`src/rtl/clk_div_prog.sv`:
```
// ---------------------------------------------------------------------------
// clk_div_prog
//
// Multi-channel programmable clock divider. Each channel counts system clock
// cycles up to its active half-period HP and toggles its divided clock on the
// terminal count, giving a 50%-duty output of period 2*(HP+1) cycles. A
// one-cycle tick strobe accompanies every rising edge of the divided clock.
//
// New half-periods are written through a shared write port. While a channel is
// running, a write is parked in a shadow register and applied only at the next
// toggle, so the half-period in progress always completes with its old value.
// A write that lands exactly on the terminal cycle is applied directly. A
// disabled channel takes the written value immediately.
//
// Ports:
//   clk_in   in   1        system clock
//   rst      in   1        asynchronous active-high reset
//   en       in   NUM_CH   per-channel run enable (0 holds channel at phase 0)
//   sync_clr in   1        synchronous phase clear of all channels
//   wr_en    in   1        half-period write strobe
//   wr_ch    in   CH_W     target channel of the write (>= NUM_CH is ignored)
//   wr_data  in   CNT_W    new half-period HP (output toggles every HP+1 cycles)
//   clk_out  out  NUM_CH   divided clocks, registered
//   tick     out  NUM_CH   one-cycle strobe, high when clk_out first reads 1
//   pending  out  NUM_CH   a written half-period awaits the next toggle
// ---------------------------------------------------------------------------
module clk_div_prog #(
    parameter int unsigned               NUM_CH = 3,
    parameter int unsigned               CNT_W  = 27,
    parameter int unsigned               CH_W   = 2,
    parameter logic [NUM_CH*CNT_W-1:0]   DEF_HP = {27'd99999999, 27'd499999, 27'd24999}
) (
    input  logic                clk_in,
    input  logic                rst,
    input  logic [NUM_CH-1:0]   en,
    input  logic                sync_clr,
    input  logic                wr_en,
    input  logic [CH_W-1:0]     wr_ch,
    input  logic [CNT_W-1:0]    wr_data,
    output logic [NUM_CH-1:0]   clk_out,
    output logic [NUM_CH-1:0]   tick,
    output logic [NUM_CH-1:0]   pending
);

    for (genvar i = 0; i < NUM_CH; i++) begin : g_ch
        localparam logic [CNT_W-1:0] RST_HP = DEF_HP[i*CNT_W +: CNT_W];

        logic [CNT_W-1:0] cnt;
        logic [CNT_W-1:0] active_hp;
        logic [CNT_W-1:0] shadow_hp;
        logic             clk_q;
        logic             tick_q;
        logic             pend_q;
        logic             wr_hit;
        logic             terminal;

        // Out-of-range channel numbers never match any channel index, so such
        // writes fall through with no effect.
        assign wr_hit   = wr_en && (wr_ch == CH_W'(i));
        assign terminal = (cnt == active_hp);

        always_ff @(posedge clk_in or posedge rst) begin
            if (rst) begin
                cnt       <= '0;
                active_hp <= RST_HP;
                shadow_hp <= RST_HP;
                clk_q     <= 1'b0;
                tick_q    <= 1'b0;
                pend_q    <= 1'b0;
            end else if (sync_clr || !en[i]) begin
                // Phase clear: the next enabled cycle starts a fresh low
                // half-period. A write here cannot collide with a terminal.
                cnt    <= '0;
                clk_q  <= 1'b0;
                tick_q <= 1'b0;
                if (wr_hit) begin
                    if (en[i]) begin
                        shadow_hp <= wr_data;
                        pend_q    <= 1'b1;
                    end else begin
                        // Idle channel: nothing in progress, take the value now.
                        active_hp <= wr_data;
                        shadow_hp <= wr_data;
                        pend_q    <= 1'b0;
                    end
                end
            end else if (terminal) begin
                cnt    <= '0;
                clk_q  <= ~clk_q;
                tick_q <= ~clk_q;
                if (wr_hit) begin
                    // Coincident write wins over any parked value.
                    active_hp <= wr_data;
                    shadow_hp <= wr_data;
                    pend_q    <= 1'b0;
                end else if (pend_q) begin
                    active_hp <= shadow_hp;
                    pend_q    <= 1'b0;
                end
            end else begin
                cnt    <= cnt + CNT_W'(1);
                tick_q <= 1'b0;
                if (wr_hit) begin
                    shadow_hp <= wr_data;
                    pend_q    <= 1'b1;
                end
            end
        end

        assign clk_out[i] = clk_q;
        assign tick[i]    = tick_q;
        assign pending[i] = pend_q;
    end

endmodule

```
`config.mk`:
```
export PLATFORM = sky130hd
export DESIGN_NAME = clk_div_prog
export DESIGN_NICKNAME = d
export VERILOG_FILES = /design/src/rtl/clk_div_prog.sv
export SDC_FILE = /design/constraint.sdc
export NUM_CORES = 1
export LEC_CHECK = 0
export ABC_AREA = 0
export CORE_ASPECT_RATIO = 0.6
export CORE_MARGIN = 2
export CORE_UTILIZATION = 40
export CTS_BUF_LIST = sky130_fd_sc_hd__clkbuf_4
export CTS_CLUSTER_SIZE = 16
export DETAILED_ROUTE_END_ITERATION = 16
export GPL_TIMING_DRIVEN = 1
export PLACE_DENSITY_LB_ADDON = 0.2
export SYNTH_ARGS = -nofsm -noshare
export SYNTH_HDL_FRONTEND = slang
export SYNTH_SLANG_ARGS = --single-unit
```
`constraint.sdc`:
```
create_clock -name clk_in -period 9 [get_ports clk_in]
set_input_delay 0.9 -clock clk_in [delete_from_list [all_inputs] [get_ports clk_in]]
set_output_delay 0.9 -clock clk_in [all_outputs]
set_load 0.02 [all_outputs]
```
==> metrics.txt <==
setup repair after global routing missed its margin=no; setup skew after layout=0.05297 ns; data arrival time of the critical path=between 3 and 4 ns; element type at the critical path start=flop; largest cells by area after synthesis=dfrtp_1 35%, dfstp_2 16%, mux2_2 11%; footprint of the multi-input gates=5593 sq um; via count of the routed design=about 8000; TritonCTS clock tree=built; half-perimeter wire length after detailed placement=around 20000 um; share of the synthesized area in the top cell type=0.3536; Max FO, Critical Path=28; vias in the first global route=roughly 7900; Initial DRT Pass Iterations=5; CTS root buf=clkbuf_4; global-route total usage across every layer=0.1869; fin crit period=between 3 and 4 ns; maximum frequency from static timing analysis=305.1 MHz; Initial Util=0.4113; number of flops mapped to enable cells by yosys=0; average vias per placed instance=4.911; IO Count=45; Post-Route Setup TNS=0 ns; count of warnings emitted by yosys=0; Port-buffer cells=between 40 and 50; number of buffers on the longest clock path=3; wire length of the first global-routing pass=approximately 47000 um; Final Hold Viols=0; Syn Inst Count=between 1000 and 1500; kind of capture point of the worst setup path=flop; routability cong.=roughly 0.84; area added between synthesis and finish=12.41%; netlist area before placement=12460 sq um; fraction of synthesis flops using an asynchronous set or reset pin=1.000; Initial DRC Count=around 550; max_cap viols=0; Leak Pwr=0.005944 uW; post-CTS setup-driven buffer insertion count=0; height of the die=140.7 um; flip-flop and latch count after synthesis=252; area of all sequential standard cells=6401 sq um; post-CTS clock slew at the launch and capture registers of the worst setup and hold paths=0.07 ns; number of placement rows=between 40 and 50; pre-CTS WS=approximately 5.2 ns; headroom to the max-slew limit=0.3062; Worst VDD drop=~0.084 mV; Die Area=32620 sq um; flip-flop cell with the highest count after synthesis=dfrtp_1; Core Region=around 30000 sq um; transition time at the pin with the least slew margin=1.031 ns; number of pins exceeding their max-slew limit in the final report=0; cts repair resizes=0; post-route fraction of the period consumed by the critical path=0.3642; DR WL/cell=between 15 and 20 um; Layout Utilization=0.4624; net count reported at finish=roughly 1200; required time of the critical path=about 9.6 ns; area leader, netlist=dfrtp_1; worst-skew pair later-pin latency=between 0.7 and 0.8 ns; pwr dens=roughly 210 nW/um^2; Cell variety after synth=between 40 and 50; H-Tree Level Count=2; post-detailed-routing wire length=29300 um; Tightest Hold Check Type=reg2reg; remaining antenna violation count=0; number of fill cells=~2800; clock tree sinks=around 250; remaining global-route overflow=0; CTS hold repair buffers=0; cts bufs inserted=between 60 and 70; worst setup path category=reg2reg; syn avg cell area=between 10 and 15 sq um; status=completed; largest net degree at the start of global routing=142; count of final setup violators=0; Post-route DRC=0; nets in the synthesized netlist=between 1000 and 1500; final critical-path setup slack=5.723 ns; sequential share of the synthesized area=0.5139; x dimension of the die=around 230 um; antenna violations before repair=3; share of final-layout standard cells stronger than drive strength 1=0.3144
routing by layer:
metal  GRT usage  wire, um  up-vias
met5           0         0        -
met4     0.04791       412        0
li1            -         -     3738
met1      0.3042     16260     3882
met2      0.2412     11160      147
met3     0.04308      1474       37
area by class of cell:
| cell class | count | share of cell area |
|---|---|---|
| sequential | 252 | 0.4571 |
| multi-input combinational | 721 | 0.3994 |
| clock buffer | 108 | 0.05790 |
| tap | 408 | 0.03645 |
| timing repair buffer | 52 | 0.03574 |
| inverter | 39 | 0.01099 |
| clock inverter | 8 | 0.002234 |
| antenna | 1 | 0.0001787 |
synth_stat cells (2+ instances only):
cell type	count
and4_1	5
a21oi_1	5
ha_1	3
buf_12	2
and3_1	12
nand2_1	106
or2_2	3
clkbuf_1	20
nand3b_1	2
buf_6	6
buf_2	6
and2_1	2
nor4_1	5
buf_4	11
mux2_2	122
nor2_1	105
nor3_1	11
dfstp_2	76
dfrtp_1	176
xor2_1	66
nor4_2	3
nor2b_1	5
xnor2_1	90
buf_1	7
o21ai_0	3
mux2i_1	56
nand4_2	2
nand4_1	30
nand3_1	27
inv_1	38
or3_1	2
nand2b_1	5
mux2_4	42
flip-flops by register name, indices dropped and copies added, names as in the netlist:
signal          cells
g_ch.clk_q          3
g_ch.shadow_hp     81
g_ch.cnt           81
g_ch.tick_q         3
g_ch.active_hp     81
g_ch.pend_q         3
power by group:
group          switching [uW]  internal (uW)  total [uW]
Clock                     480            533        1010
Sequential                106           1350        1460
Combinational             219            257         476
worst max-delay path, cell delays in order (launching register included):
cell and delay, ns:
dfrtp_1 0.44, xnor2_1 0.37, nand4_1 0.19, nor4_2 0.53
a31o_2 0.66, o311a_1 0.27, buf_4 0.42, mux2i_1 0.25
cells in the final DEF, fill, tap and decap left out, types with 2 or more instances in the layout:
cell type,instances
nor3_1,11
nor2_1,105
nor4_1,5
and4_1,5
clkinv_1,6
o21ai_0,3
nand2_1,106
xor2_1,66
clkbuf_4,108
a21oi_1,5
nand2b_1,5
nand3_1,27
nand4_1,30
nand3b_1,2
buf_4,8
xnor2_1,90
clkdlybuf4s50_1,44
and2_1,2
inv_2,2
or3_1,2
nor2b_1,5
ha_1,3
dfrtp_1,176
mux2_4,42
dfstp_2,76
and3_1,12
or2_2,3
nand4_2,2
mux2_2,122
nor4_2,3
mux2i_1,56
inv_1,37
through the flow:
stage / cell area (sq um) / total power, uW / hold WS [ns] / instances
after floorplan: 12460 / 1809 / 0.4405 / 1064
after global placement: 13160 / 1942 / 0.4537 / 1472
after detailed placement: 13160 / 1956 / 0.4581 / 1472
after CTS: 14000 / 2989 / 0.4696 / 1588
after global routing: 14000 / 3121 / 0.4849 / 1589
final: 14000 / 2949 / 0.4690 / 1589
kinds of logic after synthesis:
family / Yosys count / synth area share
simple gates: 330 / 0.1240
flops: 252 / 0.5139
mux: 220 / 0.2059
xor+xnor: 156 / 0.1097
buf+inv: 91 / 0.03757
compound gates: 12 / 0.005926
fa+ha+maj: 3 / 0.003014
path summary, 6_finish.rpt:
| path | startpoint | endpoint | slack, ns | cells after the start |
|---|---|---|---|---|
| max | g_ch[2].cnt[0] | g_ch[2].active_hp[20] | 5.72 | 7 |
| max in group asynchronous | rst | g_ch[2].active_hp[9] | 6.79 | 3 |
| min | g_ch[2].shadow_hp[5] | g_ch[2].shadow_hp[5] | 0.47 | 2 |
| max reg2reg | g_ch[2].cnt[0] | g_ch[2].active_hp[20] | 5.72 | 7 |
| min reg2reg | g_ch[2].shadow_hp[5] | g_ch[2].shadow_hp[5] | 0.47 | 2 |
| min in group asynchronous | rst | g_ch[2].active_hp[19] | 0.81 | 2 |
(Power assumes the default switching activity.)
==> variant: new RTL, same settings <==
Add an input register stage for `en`, `sync_clr`, `wr_en`, `wr_ch` and `wr_data`; this delays them by one clock. Comments in the files are not updated.
--- a/src/rtl/clk_div_prog.sv
+++ b/src/rtl/clk_div_prog.sv
@@ -42,6 +42,20 @@
     output logic [NUM_CH-1:0]   pending
 );
 
+    logic [NUM_CH-1:0] en_q;
+    logic sync_clr_q;
+    logic wr_en_q;
+    logic [CH_W-1:0] wr_ch_q;
+    logic [CNT_W-1:0] wr_data_q;
+
+    always_ff @(posedge clk_in) begin
+        en_q       <= en;
+        sync_clr_q <= sync_clr;
+        wr_en_q    <= wr_en;
+        wr_ch_q    <= wr_ch;
+        wr_data_q  <= wr_data;
+    end
+
     for (genvar i = 0; i < NUM_CH; i++) begin : g_ch
         localparam logic [CNT_W-1:0] RST_HP = DEF_HP[i*CNT_W +: CNT_W];
 
@@ -56,7 +70,7 @@
 
         // Out-of-range channel numbers never match any channel index, so such
         // writes fall through with no effect.
-        assign wr_hit   = wr_en && (wr_ch == CH_W'(i));
+        assign wr_hit   = wr_en_q && (wr_ch_q == CH_W'(i));
         assign terminal = (cnt == active_hp);
 
         always_ff @(posedge clk_in or posedge rst) begin
@@ -67,20 +81,20 @@
                 clk_q     <= 1'b0;
                 tick_q    <= 1'b0;
                 pend_q    <= 1'b0;
-            end else if (sync_clr || !en[i]) begin
+            end else if (sync_clr_q || !en_q[i]) begin
                 // Phase clear: the next enabled cycle starts a fresh low
                 // half-period. A write here cannot collide with a terminal.
                 cnt    <= '0;
                 clk_q  <= 1'b0;
                 tick_q <= 1'b0;
                 if (wr_hit) begin
-                    if (en[i]) begin
-                        shadow_hp <= wr_data;
+                    if (en_q[i]) begin
+                        shadow_hp <= wr_data_q;
                         pend_q    <= 1'b1;
                     end else begin
                         // Idle channel: nothing in progress, take the value now.
-                        active_hp <= wr_data;
-                        shadow_hp <= wr_data;
+                        active_hp <= wr_data_q;
+                        shadow_hp <= wr_data_q;
                         pend_q    <= 1'b0;
                     end
                 end
@@ -90,8 +104,8 @@
                 tick_q <= ~clk_q;
                 if (wr_hit) begin
                     // Coincident write wins over any parked value.
-                    active_hp <= wr_data;
-                    shadow_hp <= wr_data;
+                    active_hp <= wr_data_q;
+                    shadow_hp <= wr_data_q;
                     pend_q    <= 1'b0;
                 end else if (pend_q) begin
                     active_hp <= shadow_hp;
@@ -101,7 +115,7 @@
                 cnt    <= cnt + CNT_W'(1);
                 tick_q <= 1'b0;
                 if (wr_hit) begin
-                    shadow_hp <= wr_data;
+                    shadow_hp <= wr_data_q;
                     pend_q    <= 1'b1;
                 end
             end
Check against the original RTL: not equivalent (a bounded check fails within 4 cycles, from zero or initial values and one cycle with rst high).
==> variant against the unedited design <==
  * Worst setup slack improved by 0.18 ns
  * Power increased by 8.0%
  * Sequential cell count grew 34
  * Critical endpoint is now g_ch[2].active_hp[12]$_DFFE_PP0P_
  * Final area grew 5.5%
  * Sequential power increased by 11%
  * Synthesized area is 4.9% higher
  * Worst hold slack got worse by 0.0011 ns
  * Routed wire length increased by 5.1%
==> variant: results (changes against the unedited design) <==
yosys:
  synth_xor_area_share_pct: 10.5  # -0.51 points
  synth.avg_cell_area_um2: 11.1  # -5.2%
  synth.mux.area_fraction_pct: 16.0  # -4.6 points
  synthTopCellsByCount: "189 x nand2_1, 176 x dfrtp_1, 109 x mux2i_1, 103 x nor2_1, 102 x xnor2_1"
  synth-adder-area-share_pct: 0.287  # -0.014 points
  synth_nets: 1216  # +10%
  synth_cell_types: 42  # -2.3%
  ys_top_cells_by_area: "dfrtp_1 34%, dfstp_2 15%, mux2i_1 8.4%, xnor2_1 6.8%, nand2_1 5.4%"
drt:
  wl_met2_mm: 12.0  # +7.3%
  first_pass_iters: 4  # -1
  viasPerCell: 4.84  # -1.4%
  wl_met1_mm: 16.5  # +1.3%
  wl_met3_mm: 1.87  # +27%
  wl_per_cell_um: 17.7  # -4.2%
finish:
  buffers: 54  # +3.8%
  fillers: 3020  # +7.2%
  final_core_util_pct: 45.8  # -0.47 points
  buf_share_pct: 3.49  # -0.085 points
  diodes: 5  # +4
  finalNonFillerCells: 1742  # +9.6%
  drive_gt1_share_pct: 22.9  # -8.5 points
  nNetsFinal: 1294  # +11%
  multi_input_cells: 771  # +6.9%
  ff_latch_area_um2: 7080  # +11%
  clock_area_share_pct: 6.36  # +0.35 points
  multi_input_area_share_pct: 36.7  # -3.2 points
  seq_cells: 286  # +13%
  clkbuf_count: 117  # +8.3%
  inverters: 69  # +77%
power:
  peakVddDrop_mv: 0.0926  # +10%
  power_switching_share_pct: 27.5  # +0.21 points
  pg_comb_w: 0.000428  # -10%
  p_leak_nw: 6.52  # +9.8%
  switchingPower_w: 0.000877  # +8.8%
  pg_clk_w: 0.00114  # +13%
  powerDensity_nw_per_um2: 215  # +2.3%
setup_path:
  arrival_ns: 3.74  # -0.14 ns
  r2r_start: "g_ch[2].cnt[2]$_DFF_PP0_"
  max_stage_delay_ns: 0.61  # -0.05 ns
cts:
  cts_inserted_buffers: 73  # +20%
  clk_latency_ns: 0.76  # +0.02 ns
  htreeDepth: 3  # +1
grt:
  grt_antenna_before_repair: 2  # -1
  grt_max_degree: 108  # -24%
  use_met3_pct: 5.19  # +0.88 points
  grt_util_met2_pct: 24.9  # +0.83 points
  grt_pass1_wl_mm: 48.9  # +4.9%
  grt_pass1_vias: 8448  # +6.4%
sta:
  max-slew-margin-rel_pct: 32.0  # +1.4 points
  finClkSkew_ns: 0.0488  # -0.00418 ns
run_status:
  status: "finished clean"
placement:
  dp.cells: 1604  # +9.0%
  placed_area_um2: 13800  # +5.1%
  pre_cts_slack_ns: 5.89  # +0.660 ns
min_path:
  hp-start: "g_ch[2].shadow_hp[1]$_DFFE_PP1P_"
==> variant: changes by cell type after synthesis, sizes merged, moves of 3 or more <==
cell   unedited run  this run
and3             12        16
dfxtp             0        34
inv              39        69
mux2            164        82
mux2i            56       109
nand2           106       189
nand3            27        24
xnor2            90       102
xor2             66        54
==> variant: worst paths after layout <==
path / end / slack [ns]
min in group asynchronous: g_ch[2].tick_q$_DFF_PP0_ / 0.69
max reg2reg: g_ch[2].active_hp[12]$_DFFE_PP0P_ / 5.91
min: g_ch[2].shadow_hp[1]$_DFFE_PP1P_ / 0.47
max: g_ch[2].active_hp[12]$_DFFE_PP0P_ / 5.91
max in group asynchronous: g_ch[0].cnt[12]$_DFF_PP0_ / 6.69
min reg2reg: g_ch[2].shadow_hp[1]$_DFFE_PP1P_ / 0.47
==> variant: kinds of logic after synthesis <==
family	Yosys count
mux	191
fa+ha+maj	3
flops	286
xor+xnor	156
buf+inv	120
simple gates	407
compound gates	14
